===== src/rtl/pred_rf_param.sv =====
// Predicate register file with channel route-in, FU write-back, broadcast send and a flash-clear sweep.
// Define PRED_RF_BYPASS_EN to forward same-cycle writes to the read and send ports.
module pred_rf_param #(
    parameter int PW    = 4,
    parameter int DEPTH = 64,
    parameter int NCH   = 4,
    localparam int AW   = $clog2(DEPTH)
) (
    input  logic              CLK,
    input  logic              RST_N,
    input  logic [NCH*PW-1:0] ch_p_in,
    input  logic [NCH-1:0]    in_sel,
    input  logic [AW-1:0]     in_addr,
    input  logic              wb_we,
    input  logic [AW-1:0]     wb_addr,
    input  logic [PW-1:0]     wb_data,
    input  logic [NCH:0]      fu_sel,
    input  logic [AW-1:0]     rd_addr,
    output logic [PW-1:0]     pred_out,
    output logic              pred_vld,
    input  logic [AW-1:0]     send_addr,
    input  logic [NCH-1:0]    out_en,
    output logic [NCH*PW-1:0] ch_p_out,
    input  logic              clr_req,
    output logic              busy,
    output logic [AW:0]       occ,
    output logic              err
);

    typedef enum logic {S_IDLE, S_CLEAR} state_t;

    state_t          r_state;
    logic            r_busy;
    logic [AW-1:0]   r_clr_addr;
    logic [PW-1:0]   r_data [DEPTH];
    logic [DEPTH-1:0] r_vld;
    logic [AW:0]     r_occ;
    logic            r_err;

    logic [PW-1:0]   w_rt_data;
    logic            w_in_req;
    logic            w_in_one;
    logic            w_collide;
    logic            w_rt_en;
    logic            w_wb_en;
    logic            w_err_nxt;
    logic [1:0]      w_inc;
    logic            w_dec;
    logic [PW-1:0]   w_rd_data;
    logic            w_rd_vld;
    logic [PW-1:0]   w_snd_data;

    // Write arbitration: write-back beats route-in on an address clash; nothing lands while clearing.
    always_comb begin
        w_rt_data = '0;
        for (int k = 0; k < NCH; k++) begin
            if (in_sel[k]) w_rt_data = w_rt_data | ch_p_in[k*PW +: PW];
        end
        w_in_req  = |in_sel;
        w_in_one  = $onehot(in_sel);
        w_collide = wb_we && w_in_one && (wb_addr == in_addr);
        w_rt_en   = !r_busy && w_in_one && !w_collide;
        w_wb_en   = !r_busy && wb_we;
        w_err_nxt = (w_in_req && !w_in_one) || (r_busy && (w_in_req || wb_we)) ||
                    (!r_busy && w_collide);
        w_inc     = {1'b0, w_wb_en && !r_vld[wb_addr]} + {1'b0, w_rt_en && !r_vld[in_addr]};
        w_dec     = r_busy && r_vld[r_clr_addr];
    end

    always_comb begin
        w_rd_data  = r_data[rd_addr];
        w_rd_vld   = r_vld[rd_addr];
        w_snd_data = r_data[send_addr];
`ifdef PRED_RF_BYPASS_EN
        if (w_wb_en && (wb_addr == rd_addr)) begin
            w_rd_data = wb_data;
            w_rd_vld  = 1'b1;
        end else if (w_rt_en && (in_addr == rd_addr)) begin
            w_rd_data = w_rt_data;
            w_rd_vld  = 1'b1;
        end
        if (w_wb_en && (wb_addr == send_addr)) begin
            w_snd_data = wb_data;
        end else if (w_rt_en && (in_addr == send_addr)) begin
            w_snd_data = w_rt_data;
        end
`endif
    end

    always_comb begin
        pred_out = '0;
        pred_vld = 1'b0;
        if ($onehot(fu_sel)) begin
            if (fu_sel[NCH]) begin
                pred_out = w_rd_data;
                pred_vld = w_rd_vld;
            end else begin
                pred_vld = 1'b1;
                for (int k = 0; k < NCH; k++) begin
                    if (fu_sel[k]) pred_out = ch_p_in[k*PW +: PW];
                end
            end
        end
        for (int k = 0; k < NCH; k++) begin
            ch_p_out[k*PW +: PW] = out_en[k] ? w_snd_data : '0;
        end
    end

    always_ff @(posedge CLK or negedge RST_N) begin
        if (!RST_N) begin
            r_state    <= S_IDLE;
            r_busy     <= 1'b0;
            r_clr_addr <= '0;
            r_vld      <= '0;
            r_occ      <= '0;
            r_err      <= 1'b0;
            for (int i = 0; i < DEPTH; i++) r_data[i] <= '0;
        end else begin
            r_err <= w_err_nxt;
            r_occ <= r_occ + (AW+1)'(w_inc) - (AW+1)'(w_dec);
            if (w_rt_en) begin
                r_data[in_addr] <= w_rt_data;
                r_vld[in_addr]  <= 1'b1;
            end
            if (w_wb_en) begin
                r_data[wb_addr] <= wb_data;
                r_vld[wb_addr]  <= 1'b1;
            end
            case (r_state)
                S_IDLE: begin
                    if (clr_req) begin
                        r_state    <= S_CLEAR;
                        r_busy     <= 1'b1;
                        r_clr_addr <= '0;
                    end
                end
                S_CLEAR: begin
                    r_data[r_clr_addr] <= '0;
                    r_vld[r_clr_addr]  <= 1'b0;
                    r_clr_addr         <= r_clr_addr + 1'b1;
                    if (r_clr_addr == AW'(DEPTH-1)) begin
                        r_state <= S_IDLE;
                        r_busy  <= 1'b0;
                    end
                end
                default: begin
                    r_state <= S_IDLE;
                    r_busy  <= 1'b0;
                end
            endcase
        end
    end

    assign busy = r_busy;
    assign occ  = r_occ;
    assign err  = r_err;

endmodule


===== config.mk =====
export PLATFORM = sky130hd
export DESIGN_NAME = pred_rf_param
export DESIGN_NICKNAME = d
export VERILOG_FILES = /design/src/rtl/pred_rf_param.sv
export SDC_FILE = /design/constraint.sdc
export NUM_CORES = 1
export LEC_CHECK = 0
export CORE_MARGIN = 1
export CORE_UTILIZATION = 55
export DETAILED_ROUTE_END_ITERATION = 10
export HOLD_SLACK_MARGIN = 0.12
export PLACE_DENSITY = 0.8
export SYNTH_ARGS = -nofsm -noshare
export SYNTH_HDL_FRONTEND = slang
export SYNTH_SLANG_ARGS = --single-unit

===== constraint.sdc =====
create_clock -name CLK -period 5.85 [get_ports CLK]
set_input_delay 1.17 -clock CLK [delete_from_list [all_inputs] [get_ports CLK]]
set_output_delay 1.17 -clock CLK [all_outputs]
set_load 0.05 [all_outputs]

==> results of run 1 <==
registers in the layout, indices dropped and copies added (netlist names):
signal      count
busy            1
err             1
occ             7
r_clr_addr      6
r_data        256
r_state         1
r_vld          64
how the worst max path moves through the flow:
stage / cells after the start / to
6_report: 8 / ch_p_out[11]
5_1_grt: 8 / pred_out[3]
4_1_cts: 8 / pred_out[3]
3_5_place_dp: 18 / occ[6]
3_3_place_gp: 18 / occ[6]
2_1_floorplan: 6 / pred_out[0]
cell families after synthesis:
family,after synthesis,share of synthesized area (%)
fa+ha+maj,16,0.9578
mux,575,30.84
compound gates,478,12.40
simple gates,918,17.45
xor+xnor,15,0.5293
flops,336,33.88
buf+inv,226,3.947
where the power goes:
part	internal [uW]	total [uW]	leakage, uW	switching (uW)
logic	1790	3940	0.00629	2150
registers	3040	4210	0.00442	1170
clock network	1500	2550	0.000631	1040
cell type report:
cell class | count | area, um^2
well taps | 592 | 740.7
clock inverters | 10 | 130.1
repair buffers | 178 | 1584
flip-flops and latches | 336 | 8408
diodes | 6 | 15.01
inverters | 29 | 108.9
fillers | 3642 | 16670
multi-input cells | 2002 | 15490
clock buffers | 59 | 1164
cells in the final DEF (no fill, tap or decap), types with 35 or more instances in the layout:
master	count
a21oi_1	81
nand3_1	222
dfrtp_1	336
nand2_1	213
mux2i_1	308
o21ai_0	152
and2_1	35
nor3_1	51
o22ai_1	39
mux4_2	139
clkbuf_16	41
mux2_2	119
buf_4	103
nor2_1	263
a22oi_1	38
clkdlybuf4s50_1	58
critical path: cells and delay by family:
| kind | cells | cell delay [ns] |
|---|---|---|
| AOI/OAI and AO/OA | 2 | 1.14 |
| buffers and inverters | 3 | 1.00 |
| muxes | 1 | 0.59 |
| and+or+nand+nor | 2 | 0.39 |
metal layers:
metal	track usage, %	up-vias
li1	-	9609
met1	59.19	11680
met2	62.80	2283
met3	18.09	568
met4	27.14	12
met5	0	-
through the flow:
| step | setup slack (ns) | power, uW | hold WS [ns] | instances | TNS (ns) |
|---|---|---|---|---|---|
| 6_report | 0.3874 | 10700 | 0.5959 | 3212 | 0 |
| 5_1_grt | 0.2880 | 10960 | 0.6011 | 3207 | 0 |
| 2_1_floorplan | -0.2577 | 6257 | 0.5183 | 2564 | -0.5155 |
| 3_5_place_dp | 0.1033 | 7875 | 0.5778 | 3137 | 0 |
| 3_3_place_gp | 0.1729 | 7744 | 0.5708 | 3137 | 0 |
| 4_1_cts | 0.4510 | 10410 | 0.5931 | 3206 | 0 |
==> qor.txt, run 1 <==
top layer in use: met5
TritonCTS clock tree: done
CP max stage delay: 0.99 ns
top cell type's share of synthesized area: 33.88%
critical-path cell list: buf_2, mux4_2, nor2b_1, a2111oi_0, buf_4, o22ai_1, and2_1, buf_4
PwrDens: 387.1 nW/um^2
Post-CTS Setup Inserts: 0
Die W: 214.4 um
R2R Path End: occ[6]
Met3 Routed Length: 16.91 mm
Die ar.: 45,980 um^2
via count of the routed design: 24,160
fin nets: 2,663
Post-synth top cells: 336 x dfrtp_1, 308 x mux2i_1, 263 x nor2_1
clock tree sinks: 336
vias in the first global route: 23,110
Final period util: 93.38%
Placeable Area: 44,320 um^2
RSZ-0062 raised after global routing: false
VDD IR max: 326.4 uV
Distinct cells, synth: 72
die height: 214.4 um
post-cts resize count: 0
number of port buffers: 90
hold path endpoint: r_data[57]
routed wire length: 104.8 mm
sequential share of the synthesized area: 33.88%
Mean Syn Cell Area: 9.680 um^2
number of synthesized flops with an enable pin: 0
gr ovfl total: 0
hold path cells: 2
routed len/inst: 32.61 um
Worst Setup End Kind: primary output
Initial Util: 56.01%
WS Path Type: input pin to primary output
worst skew pair latency: 0.58 ns
flops & latches, synth: 336
clock skew: 0.01967 ns
leading area contributor after synthesis: dfrtp_1
crit path from: send_addr[4]
number of vias per cell: 7.521
headroom to the max-slew limit: 17.66%
max-slew violation count: 0
Final Hold Fails: 0
fmax: 0.1831 GHz
H-tree levels: 2
Mapped Cells: 2,564
Final Util: 62.38%
GRT Total Usage: 45.22%
largest cells by area after synthesis: dfrtp_1 34%, mux4_2 13%, mux2i_1 12%
post-cts hold buffer count: 0
Setup violations, final: 0
worst reg-to-reg path cell count: 14
met2 WL: 42.31 mm
status: complete, no violations
Slowest cell on crit path: a2111oi_0
post-route cell area: 27,640 um^2
post-route antenna net violation count: 0
initial antenna violation count: 10
ys async rst share: 100.0%
hold path startpoint: r_data[57]
largest net degree at the start of global routing: 122
reg2reg setup slack: 1.04 ns
CP most frequent cell: buf_4
layout cells sized above 1: 18.55%
first-pass GRT wire length: 154.0 mm
Max clock buf depth: 3
drt initial violations: 4,405
crit path launch type: input pin
Synth Flop Type: dfrtp_1
top-count cell post-synth: dfrtp_1
DRC Markers: 0
iteration count of the initial detailed-routing pass: 6
CP Data Arrival Time: 4.29 ns
Final HPWL DP: 73.17 mm
Top Ports: 91
Clk pin slew, worst setup/hold paths: 0.06 ns
met1 WL: 37.63 mm
total CTS buffers: 39
area of the mapped netlist: 24,820 um^2
row count: 77
clock root cell: clkbuf_16
FF-to-FF Start: r_clr_addr[0]
critical path fanouts, max: 23
minimum clock period: 5.463 ns
Post-DP Area: 26,340 um^2
Tightest Pin Transition: 1.226 ns
RePlAce Congestion: 1.094
leak pwr: 0.01134 uW
Hold Crit Class: register to register
syn nets: 2,641
Synth-to-Final Area Change: 11.38%
Syn. warnings: 0
Max-Cap Viols: 0
critical path required time: 4.68 ns
Power figures use the tool's default switching activity.
==> run 2: changes to the inputs <==
--- a/config.mk
+++ b/config.mk
@@ -5,11 +5,14 @@
 export SDC_FILE = /design/constraint.sdc
 export NUM_CORES = 1
 export LEC_CHECK = 0
+export CORE_ASPECT_RATIO = 0.6
 export CORE_MARGIN = 1
 export CORE_UTILIZATION = 55
 export DETAILED_ROUTE_END_ITERATION = 10
 export HOLD_SLACK_MARGIN = 0.12
 export PLACE_DENSITY = 0.8
+export SKIP_LAST_GASP = 1
 export SYNTH_ARGS = -nofsm -noshare
 export SYNTH_HDL_FRONTEND = slang
 export SYNTH_SLANG_ARGS = --single-unit
+export TNS_END_PERCENT = 1
==> run 2 against run 1 <==
  * Via count rose by 1.8%
  * Die area about the same
  * Maximum frequency up 1.8%
  * Non-clock buffer count increased by 29
  * Core utilization up 0.83 points
  * First-iteration DRC count grew 8.9%
  * Largest cell class unchanged
  * Largest power group unchanged
==> qor.txt, run 2 (synthesized netlist as in run 1, its figures left out) <==
Clk pin slew, worst setup/hold paths: 0.07 ns (about the same)
Synth-to-Final Area Change: 11.85%
Tightest Pin Transition: 1.306 ns (+0.07980 ns)
post-route cell area: 27,760 um^2 (+0.43%)
row count: 59 (-23%)
Most flops, register: r_data
leak pwr: 0.01143 uW (+0.76%)
iteration count of the initial detailed-routing pass: 6 (unchanged)
critical path fanouts, max: 8 (-65%)
post-route antenna net violation count: 0 (unchanged)
H-tree levels: 2 (unchanged)
post-cts resize count: 0 (unchanged)
hold_ws: 0.5618 ns (-0.03408 ns)
GRT Total Usage: 50.63% (+5.4 points)
post-cts hold buffer count: 0 (unchanged)
dpl cells: 3,153 (+0.51%)
Post-DP Area: 26,570 um^2 (+0.91%)
minimum clock period: 5.366 ns (-0.09622 ns)
Final Hold Fails: 0 (unchanged)
Top Ports: 91 (unchanged)
RePlAce Congestion: 1.135 (+3.8%)
fmax: 0.1863 GHz (+1.8%)
VDD IR max: 537.3 uV (+65%)
headroom to the max-slew limit: 12.76% (-4.9 points)
Worst setup endpoint: occ[6]
initial antenna violation count: 10 (unchanged)
non-filler cells, final: 3,226 (+0.44%)
RSZ-0062 raised after global routing: false
clock tree sinks: 336 (unchanged)
layout cells sized above 1: 19.46% (+0.91 points)
via count of the routed design: 24,600 (+1.8%)
critical path required time: 6.34 ns (+1.66 ns)
Placeable Area: 43,920 um^2 (-0.89%)
clock root cell: clkbuf_16
Setup violations, final: 0 (unchanged)
number of port buffers: 90 (unchanged)
status: complete, no violations
routed len/inst: 36.42 um (+12%)
Power Total: 10,870 uW (+1.6%)
Post-CTS Setup Inserts: 0 (unchanged)
gr ovfl total: 0 (unchanged)
Max-Cap Viols: 0 (unchanged)
clock skew: 0.02504 ns (+0.005367 ns)
vias in the first global route: 22,980 (-0.56%)
DRC Markers: 0 (unchanged)
TritonCTS clock tree: done
commonest non-fill, non-tap cell in the layout: dfrtp_1
filler instances: 3,574 (-1.9%)
Die W: 276.3 um (+29%)
Max clock buf depth: 3 (unchanged)
worst skew pair latency: 0.57 ns (about the same)
R2R Path End: occ[6]
Final HPWL DP: 85.49 mm (+17%)
first-pass GRT wire length: 167.7 mm (+8.9%)
die height: 166.6 um (-22%)
total CTS buffers: 36 (-7.7%)
reg2reg setup slack: 1.07 ns (+0.03 ns)
Final period util: 91.73% (-1.6 points)
max-slew violation count: 0 (unchanged)
Worst Setup End Kind: register
Hold Crit Class: input pin to asynchronous set/reset pin
routed wire length: 117.5 mm (+12%)
crit path from: wb_addr[1]
PwrDens: 391.7 nW/um^2 (+1.2%)
CP Data Arrival Time: 5.86 ns (+1.57 ns)
drt initial violations: 4,798 (+8.9%)
Initial Util: 56.51% (+0.50 points)
fin nets: 2,689 (+0.98%)
worst reg-to-reg path cell count: 18 (+4)
Largest register FFs: 256 (unchanged)
Setup Total Neg Slack: 0 ns (unchanged)
crit path launch type: input pin
WS Path Type: input pin to register
largest net degree at the start of global routing: 113 (-7.4%)
Die ar.: 46,010 um^2 (about the same)
number of vias per cell: 7.626 (+1.4%)
FF-to-FF Start: r_clr_addr[0]
most frequent cells in the layout: 336 x dfrtp_1, 308 x mux2i_1, 263 x nor2_1
-- run 2: layout make-up --
class,count,area (um^2),share of cell area (%)
inverter,29,108.9,0.3921
sequential,336,8408,30.29
timing repair buffer,207,1839,6.625
antenna,11,27.53,0.09915
multi-input combinational,2002,15490,55.81
clock buffer,48,1006,3.624
clock inverter,14,153.9,0.5544
tap,579,724.4,2.610
-- run 2: per-stage QoR --
stage	setup WS [ns]	util [%]
CTS	0.5734	63.14
global route	0.2362	63.15
detailed placement	0.03792	60.50
global placement	0.1175	60.50
finish	0.4837	63.20
floorplan	-0.2577	-
-- run 2: worst max-delay path, cell delays in order --
cell and delay, ns:
clkdlybuf4s50_1 0.81, buf_4 0.27, mux4_2 0.31, mux2i_1 0.22, o211ai_1 0.12, a2111oi_0 0.51, buf_4 0.19, o221ai_1 0.11
ha_1 0.32, inv_1 0.05, fa_1 0.37, buf_4 0.18, fa_1 0.42, a21o_1 0.20, a21oi_1 0.19, o21bai_1 0.09
a21oi_1 0.18, xnor2_1 0.13
-- run 2: worst min-delay path by stage --
| stage | cells past startpoint | end | slack (ns) | start |
|---|---|---|---|---|
| 5_1_grt | 1 | r_data[101] | 0.61 | RST_N |
| 4_1_cts | 2 | r_data[192] | 0.58 | r_data[192] |
| 3_3_place_gp | 2 | r_data[192] | 0.55 | r_data[192] |
| 3_5_place_dp | 2 | r_data[192] | 0.58 | r_data[192] |
| 2_1_floorplan | 1 | r_vld[46] | 0.52 | r_vld[46] |
| 6_report | 1 | r_data[101] | 0.56 | RST_N |
-- run 2: power by group --
part | internal (uW) | switching [uW]
combinational | 1850 | 2330
sequential | 3040 | 1280
clock | 1310 | 1070
total | 6190 | 4680
-- run 2: metal layers --
layer | global-route usage, % | wire, um
met1 | 70.05 | 44530
met5 | 2.974 | 321
met3 | 29.90 | 23930
met2 | 62.45 | 42480
met4 | 20.84 | 6236
